### config.mk
export PLATFORM = sky130hd
export DESIGN_NAME = io_irq_ctrl_flat
export DESIGN_NICKNAME = d
export VERILOG_FILES = /design/src/rtl/io_irq_ctrl_if.sv /design/src/rtl/io_irq_ctrl.sv /design/src/flat_wrapper.sv
export SDC_FILE = /design/constraint.sdc
export NUM_CORES = 1
export LEC_CHECK = 0
export CORE_ASPECT_RATIO = 0.6
export CORE_MARGIN = 2
export CORE_UTILIZATION = 45
export DETAILED_ROUTE_END_ITERATION = 7
export HOLD_SLACK_MARGIN = 0.12
export PLACE_DENSITY = 0.79
export SYNTH_ARGS = -nofsm -noshare
export SYNTH_HDL_FRONTEND = slang
export SYNTH_HIERARCHICAL = 1
export SYNTH_SLANG_ARGS = --single-unit
### constraint.sdc
create_clock -name Clock -period 1.9 [get_ports Clock]
set_input_delay 0.285 -clock Clock [delete_from_list [all_inputs] [get_ports Clock]]
set_output_delay 0.285 -clock Clock [all_outputs]
set_load 0.02 [all_outputs]
### src/rtl/io_irq_ctrl_if.sv
// Slave-side bus bundle for io_irq_ctrl: decoder select, strobes, address and data.
interface io_irq_ctrl_if;
  logic        nSel;
  logic [1:0]  BusAddr;
  logic        BusRead;
  logic        BusWrite;
  logic [15:0] BusDataIn;
  logic [15:0] BusDataOut;

  modport master (output nSel, BusAddr, BusRead, BusWrite, BusDataIn, input BusDataOut);
  modport slave  (input nSel, BusAddr, BusRead, BusWrite, BusDataIn, output BusDataOut);
endinterface

### src/rtl/io_irq_ctrl.sv
// Memory-mapped interrupt controller: edge capture, fixed priority, nIRQ pulse and ack/EOI sequencing.
// Optional re-pulse of an unacknowledged interrupt: define IRQ_RETRIG_EN.

// One request source: rising-edge detect into a sticky pending bit; a new edge beats a clear.
module io_irq_src (
  input  logic Clock,
  input  logic Reset,
  input  logic req,
  input  logic clr,
  output logic pend
);
  logic req_q;

  always_ff @(posedge Clock) begin
    if (Reset) begin
      req_q <= 1'b0;
      pend  <= 1'b0;
    end else begin
      req_q <= req;
      if (req && !req_q) pend <= 1'b1;
      else if (clr)      pend <= 1'b0;
    end
  end
endmodule

module io_irq_ctrl #(
  parameter int NSRC          = 4,
  parameter int PULSE_CYCLES  = 2,
  parameter int RETRIG_CYCLES = 64
) (
  input  logic               Clock,
  input  logic               Reset,
  input  logic [NSRC-1:0]    IrqReq,
  io_irq_ctrl_if.slave       bus,
  output logic               nIRQ
);
  typedef enum logic [1:0] {IDLE = 2'd0, ASSERT = 2'd1, WAIT_ACK = 2'd2, IN_SERVICE = 2'd3} state_t;

`ifdef IRQ_RETRIG_EN
  localparam int CMAX = (RETRIG_CYCLES > PULSE_CYCLES) ? RETRIG_CYCLES : PULSE_CYCLES;
`else
  localparam int CMAX = PULSE_CYCLES;
`endif
  localparam int CW = $clog2(CMAX + 1);

  state_t            state;
  logic [CW-1:0]     cnt;
  logic [NSRC-1:0]   pend, mask, pm, clr, w1c_vec, ack_vec;
  logic [3:0]        idx, insvc;
  logic              insvc_vld, id_valid, rd, wr, ack, eoi;
  logic [15:0]       stat;
  logic              unused_ok;

  assign rd       = !bus.nSel && bus.BusRead;
  assign wr       = !bus.nSel && bus.BusWrite;
  assign pm       = pend & mask;
  assign id_valid = |pm;
  assign eoi      = wr && (bus.BusAddr == 2'd3);
  // An ID read only acknowledges while an interrupt is being offered to the CPU.
  assign ack      = rd && (bus.BusAddr == 2'd2) && id_valid &&
                    ((state == ASSERT) || (state == WAIT_ACK));
  assign unused_ok = ^bus.BusDataIn;

  always_comb begin
    idx = 4'd0;
    for (int i = NSRC - 1; i >= 0; i--)
      if (pm[i]) idx = 4'(i);
  end

  assign w1c_vec = (wr && bus.BusAddr == 2'd0) ? bus.BusDataIn[NSRC-1:0] : '0;
  assign ack_vec = ack ? (NSRC'(1) << idx) : '0;
  assign clr     = w1c_vec | ack_vec;

  io_irq_src u_src [NSRC-1:0] (
    .Clock (Clock),
    .Reset (Reset),
    .req   (IrqReq),
    .clr   (clr),
    .pend  (pend)
  );

  always_ff @(posedge Clock) begin
    if (Reset)                              mask <= '0;
    else if (wr && bus.BusAddr == 2'd1)     mask <= bus.BusDataIn[NSRC-1:0];
  end

  always_ff @(posedge Clock) begin
    if (Reset) begin
      state     <= IDLE;
      nIRQ      <= 1'b1;
      cnt       <= '0;
      insvc     <= 4'd0;
      insvc_vld <= 1'b0;
    end else begin
      if (ack) begin
        insvc     <= idx;
        insvc_vld <= 1'b1;
      end
      case (state)
        IDLE: if (id_valid) begin
          state <= ASSERT;
          nIRQ  <= 1'b0;
          cnt   <= '0;
        end
        ASSERT: begin
          if (ack) begin
            state <= IN_SERVICE;
            nIRQ  <= 1'b1;
          end else if (cnt == CW'(PULSE_CYCLES - 1)) begin
            state <= WAIT_ACK;
            nIRQ  <= 1'b1;
            cnt   <= '0;
          end else begin
            cnt <= cnt + 1'b1;
          end
        end
        WAIT_ACK: begin
          if (ack)            state <= IN_SERVICE;
          else if (!id_valid) state <= IDLE;
`ifdef IRQ_RETRIG_EN
          else if (cnt == CW'(RETRIG_CYCLES - 1)) begin
            state <= ASSERT;
            nIRQ  <= 1'b0;
            cnt   <= '0;
          end else begin
            cnt <= cnt + 1'b1;
          end
`endif
        end
        IN_SERVICE: if (eoi) begin
          state     <= IDLE;
          insvc_vld <= 1'b0;
        end
        default: state <= IDLE;
      endcase
    end
  end

  // Status keeps a 3-bit index for small configurations and widens it beyond 8 sources.
  generate
    if (NSRC > 8) begin : g_stat_wide
      assign stat = {state, 9'b0, insvc_vld, insvc};
    end else begin : g_stat_narrow
      assign stat = {state, 10'b0, insvc_vld, insvc[2:0]};
    end
  endgenerate

  always_comb begin
    bus.BusDataOut = 16'h0000;
    if (rd) begin
      case (bus.BusAddr)
        2'd0:    bus.BusDataOut = 16'(pend);
        2'd1:    bus.BusDataOut = 16'(mask);
        2'd2:    bus.BusDataOut = id_valid ? {1'b1, 11'b0, idx} : 16'h0000;
        default: bus.BusDataOut = stat;
      endcase
    end
  end
endmodule
### src/flat_wrapper.sv
// flat-port wrapper written by rule: the top's interface ports become plain ports
module io_irq_ctrl_flat 
#(
  parameter int NSRC          = 4,
  parameter int PULSE_CYCLES  = 2,
  parameter int RETRIG_CYCLES = 64
)
  (Clock, Reset, IrqReq, nIRQ, bus_nSel, bus_BusAddr, bus_BusRead, bus_BusWrite, bus_BusDataIn, bus_BusDataOut);
  io_irq_ctrl_if bus_i ();
  input  logic Clock;
  input  logic Reset;
  input  logic [NSRC-1:0] IrqReq;
  output logic nIRQ;
  input wire logic [$bits(bus_i.nSel)-1:0] bus_nSel;
  input wire logic [$bits(bus_i.BusAddr)-1:0] bus_BusAddr;
  input wire logic [$bits(bus_i.BusRead)-1:0] bus_BusRead;
  input wire logic [$bits(bus_i.BusWrite)-1:0] bus_BusWrite;
  input wire logic [$bits(bus_i.BusDataIn)-1:0] bus_BusDataIn;
  output wire logic [$bits(bus_i.BusDataOut)-1:0] bus_BusDataOut;
  assign bus_i.nSel = bus_nSel;
  assign bus_i.BusAddr = bus_BusAddr;
  assign bus_i.BusRead = bus_BusRead;
  assign bus_i.BusWrite = bus_BusWrite;
  assign bus_i.BusDataIn = bus_BusDataIn;
  assign bus_BusDataOut = bus_i.BusDataOut;
  io_irq_ctrl #(.NSRC(NSRC), .PULSE_CYCLES(PULSE_CYCLES), .RETRIG_CYCLES(RETRIG_CYCLES)) u_core (.Clock(Clock), .Reset(Reset), .IrqReq(IrqReq), .bus(bus_i), .nIRQ(nIRQ));
endmodule
==> run summary, run 1 <==
Max Cap Viol - 0
Unique masters post-synth - 43
Fraction of layout cells with a size suffix above 1 - 32.67%
GRT Util Overall - 22.57%
Clk root buf - clkbuf_8
Avg WL per Cell - 15.95 µm
Gpl congestion - 0.8877
Fmax - 500.6 MHz
Clock-pin slew on the worst setup and hold paths - 0.08 ns
I/O Buffers - 21
Sw Pwr - 0.3969 mW
Top Ports - 44
Crit path DAT - 1.71 ns
Max Slew Vio Count - 0
Slowest-stage cell, CP - dfxtp_1
GR peak layer - met2
Initial cell density of the core - 49.09%
Gr ovfl total - 0
Synth async-reset ratio - 0%
Final period util - 105.1%
Final setup fails - 3
Critical-path cell list - a22o_2 > nor2_1 > mux4_2 > nor2b_1 > buf_4
Area growth, synth to finish - 42.38%
Initial DRT Pass Iterations - 4
Cell depth of the worst setup path - 5
Via Count - 1327
Die width - 72.89 µm
Core area - 2610 µm²
Clock Latency Late Sink - 0.26 ns
Setup crit end kind - output port
Largest net degree at the start of global routing - 22
Number of enable flip-flop cells after synthesis - 0
DP HPWL - 2.602 mm
Cell-internal power - 0.8398 mW
Violated checks - setup timing
Met1 usage - 31.00%
Leak - 0.7478 nW
Commonest non-fill, non-tap cell in the layout - buf_4
Filler Cell Count - 184
RSZ-0062 raised after global routing - true
CTS max path bufs - 2
H-Tree Depth - 1
Sequential Power Share - 38.1%
Hold depth - 1
Setup ws final - -0.09773 ns
Fin cells - 234
Hold Path Class - reg2reg
Initial antenna violation count - 0
Vias in the first global route - 1148
FF+latch count, synth - 20
Cells after Synth - 147
CTS Sinks - 20
Crit Path Max Fanout - 4
ANT cells - 0
CTS tree - yes
Minimum clock period - 1.998 ns
# DRC - 0
DP Cell Count - 224
Average size of a mapped cell - 8.716 µm²
Worst EP required - 1.62 ns
WP buf/inv - 1
Crit start category - register
M3 GR Usage - 6.473%
Final Hold Fails - 0
Cts bufs inserted - 3
Mapped Area - 1281 µm²
Total power draw - 1.237 mW
Hold-fix buffers at CTS - 0
Logic pwr share - 35.4%
Clk pwr share - 26.6%
Final #Nets - 235
First-iteration detailed-routing DRC count - 87
Switching Fraction - 32.10%
R2r worst-path depth - 8
Routed wire length - 3.733 mm
Yosys warnings - 6
Clock skew - 0.005184 ns
Status - finished with violations
Slowest stage delay, CP - 0.46 ns
Delay-heaviest family, CP - flip-flops
Crit Path Class - reg2out
Post-route ant nets - 0
Met2 usage - 36.36%
Commonest cells after routing, fill and taps aside - buf_4 (35), dfxtp_1 (15), clkdlybuf4s50_1 (14)
Most common flop cell mapped by yosys - dfxtp_1
Die area - 3304 µm²
Number of cell rows - 14
Power Density - 677.9 nW/µm²
Vert. Die Dim - 45.33 µm
Post-synthesis sequential area ratio - 31.25%
IR drop worst, VDD - 0.0004986 V
First-pass GRT wire length - 5.464 mm
Vias per cell - 5.671
[cell type report]
| cell class | count | area (µm²) | area share (%) |
|---|---|---|---|
| clock buffers | 4 | 55.05 | 3.018 |
| inverters | 5 | 18.77 | 1.029 |
| multi-input cells | 117 | 838.3 | 45.95 |
| flip-flops and latches | 20 | 409.1 | 22.43 |
| well taps | 32 | 40.04 | 2.195 |
| repair buffers | 56 | 462.9 | 25.38 |
[layer usage]
layer  part of all wire, %  wire (µm)
met5                     0          0
met3                    10        380
met4                   3.1        116
met2                    43       1608
met1                    44       1627
[registers in the layout, summed over array words and instances, names as in the netlist]
signal              flops
u_core/mask             4
u_core/u_src/pend       4
u_core/u_src/req_q      4
u_core/cnt              2
u_core/insvc            2
u_core/state            2
u_core/insvc_vld        1
u_core/nIRQ             1
[per-stage QoR]
step                TNS [ns]  hold WS, ns  cell area, µm²  setup WS, ns  utilization (%)
global route         -0.5902       0.4819            1824       -0.1582            69.89
floorplan                  0       0.3474            1315        0.1737                -
finish               -0.2313       0.4680            1824      -0.09773            69.89
global placement      -4.056       0.4487            1688       -0.4856            64.67
CTS                  -0.2418       0.4720            1757       -0.1591            67.31
detailed placement    -5.211       0.4569            1688       -0.5416            64.67
[kinds of logic after synthesis]
family,share of synthesized area [%]
AND/OR/NAND/NOR,25.20
adder cells (fa/ha/maj),4.883
other,0.2927
buffers and inverters,8.887
AO/OA/AOI/OAI,20.90
flip-flops,31.25
multiplexers,8.594
[synthesized netlist by cell type, types with 3 or more instances]
| cell type | number | area share [%] |
|---|---|---|
| inv_1 | 5 | 1.5 |
| mux2i_1 | 5 | 3.9 |
| dfxtp_1 | 20 | 31 |
| o21ai_0 | 3 | 1.2 |
| nor3_1 | 3 | 1.2 |
| buf_4 | 11 | 6.4 |
| ha_1 | 5 | 4.9 |
| a211oi_1 | 4 | 2.3 |
| nand2b_1 | 11 | 5.4 |
| nor2b_1 | 7 | 3.4 |
| a21oi_1 | 7 | 2.7 |
| nor2_1 | 13 | 3.8 |
| a21oi_2 | 4 | 2.7 |
| nand2_1 | 12 | 3.5 |
[power by group through the flow]
stage                     logic (mW)  registers [mW]  clock network (mW)
after detailed placement       0.368           0.477                   0
after global placement         0.355           0.474                   0
after floorplan                0.241           0.481                   0
after global routing           0.478           0.474               0.351
final                          0.437           0.471               0.329
after CTS                      0.374           0.468               0.338
[path summary, 6_finish.rpt]
path                                      from                      endpoint  slack (ns)
max          u_core/u_src[0]/pend$_SDFFE_PP0P_             bus_BusDataOut[1]        -0.1
min                 u_core/cnt[1]$_SDFFE_PP0P_    u_core/cnt[1]$_SDFFE_PP0P_        0.47
max reg2reg       u_core/state[1]$_SDFFE_PP0P_  u_core/state[0]$_SDFFE_PP0P_        0.01
min reg2reg         u_core/cnt[1]$_SDFFE_PP0P_    u_core/cnt[1]$_SDFFE_PP0P_        0.47
[repair_timing]
item | CTS | global route
resized for setup | 20 | 17
pin swaps | 3 | 5
setup endpoints to repair | 10 | 10
setup buffers | 2 | 4
Power figures use the tool's default switching activity.
==> run 2: changes to the inputs <==
CORE_UTILIZATION = 44   (was 45)
SETUP_SLACK_MARGIN = 0.15   (was unset)
SKIP_LAST_GASP = 1   (was unset)
SYNTH_HIERARCHICAL = unset   (was 1)
==> run summary, run 2 <==
Gr ovfl total - 0
Initial cell density of the core - 47.78%
Crit path DAT - 1.73 ns
Core area - 2592 µm²
Synth async-reset ratio - 0%
Crit start category - register
Avg WL per Cell - 15.82 µm
Final Hold Fails - 0
Die width - 72.50 µm
Worst slack at placement - -0.3970 ns
Commonest cells after routing, fill and taps aside - buf_4 (26), nand2_1 (13), clkdlybuf4s50_1 (13)
Vert. Die Dim - 45.10 µm
Biggest regs - u_core.mask: 4 flops, u_core.u_src.pend: 4 flops, u_core.u_src.req_q: 4 flops
Minimum clock period - 2.018 ns
FF+latch count, synth - 20
Clock-pin slew on the worst setup and hold paths - 0.07 ns
Number of enable flip-flop cells after synthesis - 0
Crit Path Class - reg2out
Filler Cell Count - 211
DP HPWL - 2.511 mm
Largest net degree at the start of global routing - 12
Reg2reg setup slack - 0.03 ns
Violated checks - setup timing
Cell taking the most area after synthesis - dfxtp_1
Final #Nets - 220
Commonest non-fill, non-tap cell in the layout - buf_4
Cells after Synth - 142
Mapped Area - 1239 µm²
Post-route cell area - 1729 µm²
Initial DRT Pass Iterations - 4
Setup crit end kind - output port
Final period util - 106.2%
GRT Util Overall - 22.28%
IR drop worst, VDD - 0.0004863 V
Average size of a mapped cell - 8.723 µm²
Clock skew - 0.006862 ns
# DRC - 0
DP Cell Count - 213
Max Cap Viol - 0
ANT cells - 0
Leak - 0.7388 nW
Die area - 3270 µm²
I/O Buffers - 21
Worst EP required - 1.62 ns
Yosys top cell area share - 32.32%
Unique masters post-synth - 43
RSZ-0062 raised after global routing - true
Area growth, synth to finish - 39.60%
Clock Latency Late Sink - 0.26 ns
Power Density - 726.9 nW/µm²
First-iteration detailed-routing DRC count - 80
Most area-consuming cells after synthesis - dfxtp_1 (32%), buf_4 (6.7%), mux2i_1 (4.8%)
CTS max path bufs - 2
Fraction of layout cells with a size suffix above 1 - 32.45%
Top Ports - 44
Post-synthesis sequential area ratio - 32.32%
Clk root buf - clkbuf_8
Vias in the first global route - 1193
Number of cell rows - 14
Cts bufs inserted - 3
Most common flop cell mapped by yosys - dfxtp_1
Yosys warnings - 0
Vias per cell - 5.641
Max Slew Vio Count - 0
Hold Path Class - reg2reg
Synth cell count leaders - dfxtp_1 (20), nand2_1 (14), buf_4 (11), nor2_1 (9), nor2b_1 (9)
Fin cells - 220
Crit Path Max Fanout - 2
Status - finished with violations
Routed wire length - 3.480 mm
Most frequent cell after synthesis - dfxtp_1
CTS tree - yes
Initial antenna violation count - 0
H-Tree Depth - 1
Fmax - 495.6 MHz
Gpl congestion - 0.9079
Placed inst area - 1599 µm²
Final setup fails - 1
CTS Sinks - 20
Setup ws final - -0.1178 ns
Total power draw - 1.257 mW
Via Count - 1241
First-pass GRT wire length - 5.520 mm
Post-route ant nets - 0
## run 2: changes by cell type after synthesis, moves of 2 or more
| cell | previous run | this run |
|---|---|---|
| a41o_1 | 0 | 3 |
| nand2_1 | 12 | 14 |
| nor2_1 | 13 | 9 |
| nand3_1 | 2 | 4 |
| o211ai_1 | 2 | 0 |
| nand2b_1 | 11 | 1 |
| nand3b_1 | 2 | 0 |
| nor2b_1 | 7 | 9 |
| inv_1 | 5 | 7 |
| a21oi_2 | 4 | 1 |
## run 2: power breakdown
group / internal, mW / total, mW / leakage (nW) / switching (mW)
Sequential: 0.452 / 0.476 / 0.168 / 0.0233
Combinational: 0.215 / 0.456 / 0.542 / 0.241
Clock: 0.184 / 0.325 / 0.0288 / 0.141
Total: 0.852 / 1.26 / 0.739 / 0.405
## run 2: final cells by class
cell class / instances / area [µm²] / share of cell area [%]
clock buffer: 4 / 55.05 / 3.184
sequential: 20 / 416.7 / 24.10
tap: 32 / 40.04 / 2.315
timing repair buffer: 48 / 401.6 / 23.23
multi-input combinational: 109 / 789.5 / 45.66
inverter: 7 / 26.28 / 1.520
## run 2: repair_timing
action	CTS	global route
hold buffers	0	0
resized for setup	35	14
setup endpoints to repair	12	11
setup buffers	3	0
pin swaps	6	3
## run 2: final timing paths
kind / end / cells past startpoint / startpoint
hold / removal: u_core.cnt[1]$_SDFFE_PP0P_ / 1 / u_core.cnt[1]$_SDFFE_PP0P_
setup / recovery: bus_BusDataOut[0] / 6 / u_core.u_src[2].pend$_SDFFE_PP0P_
setup reg to reg: u_core.u_src[2].pend$_SDFFE_PP0P_ / 9 / u_core.u_src[2].pend$_SDFFE_PP0P_
hold reg to reg: u_core.cnt[1]$_SDFFE_PP0P_ / 1 / u_core.cnt[1]$_SDFFE_PP0P_
## run 2: worst max-delay path, cell delays in order, from the launching register on
cell and delay (ns):
dfxtp_2 0.34, nand2_2 0.07, a32oi_2 0.25, a21oi_2 0.07
mux4_2 0.45, nor2b_1 0.14, buf_4 0.15
## run 2: cell families after synthesis
kind of cell | Yosys count | share of synthesized area (%)
mux | 7 | 6.970
fa+ha+maj | 4 | 4.041
simple gates | 51 | 23.03
other cells | 1 | 0.3027
flops | 20 | 32.32
compound gates | 37 | 22.73
buf+inv | 22 | 10.61
## run 2: layer usage
| metal | wire length [µm] | global-route usage, % | vias up |
|---|---|---|---|
| li1 | - | - | 592 |
| met1 | 1478 | 30.48 | 557 |
| met2 | 1469 | 36.88 | 84 |
| met3 | 453 | 5.804 | 8 |
| met4 | 79 | 3.333 | 0 |
| met5 | 0 | 0 | - |
## run 2: metrics by stage
stage               hold WS (ns)  TNS [ns]  util, %
floorplan                 0.3641         0        -
global placement          0.4558    -2.420    61.68
detailed placement        0.4578    -3.392    61.68
CTS                       0.4801  -0.02557    65.69
global route              0.4858   -0.1776    66.70
finish                    0.4755   -0.1178    66.70
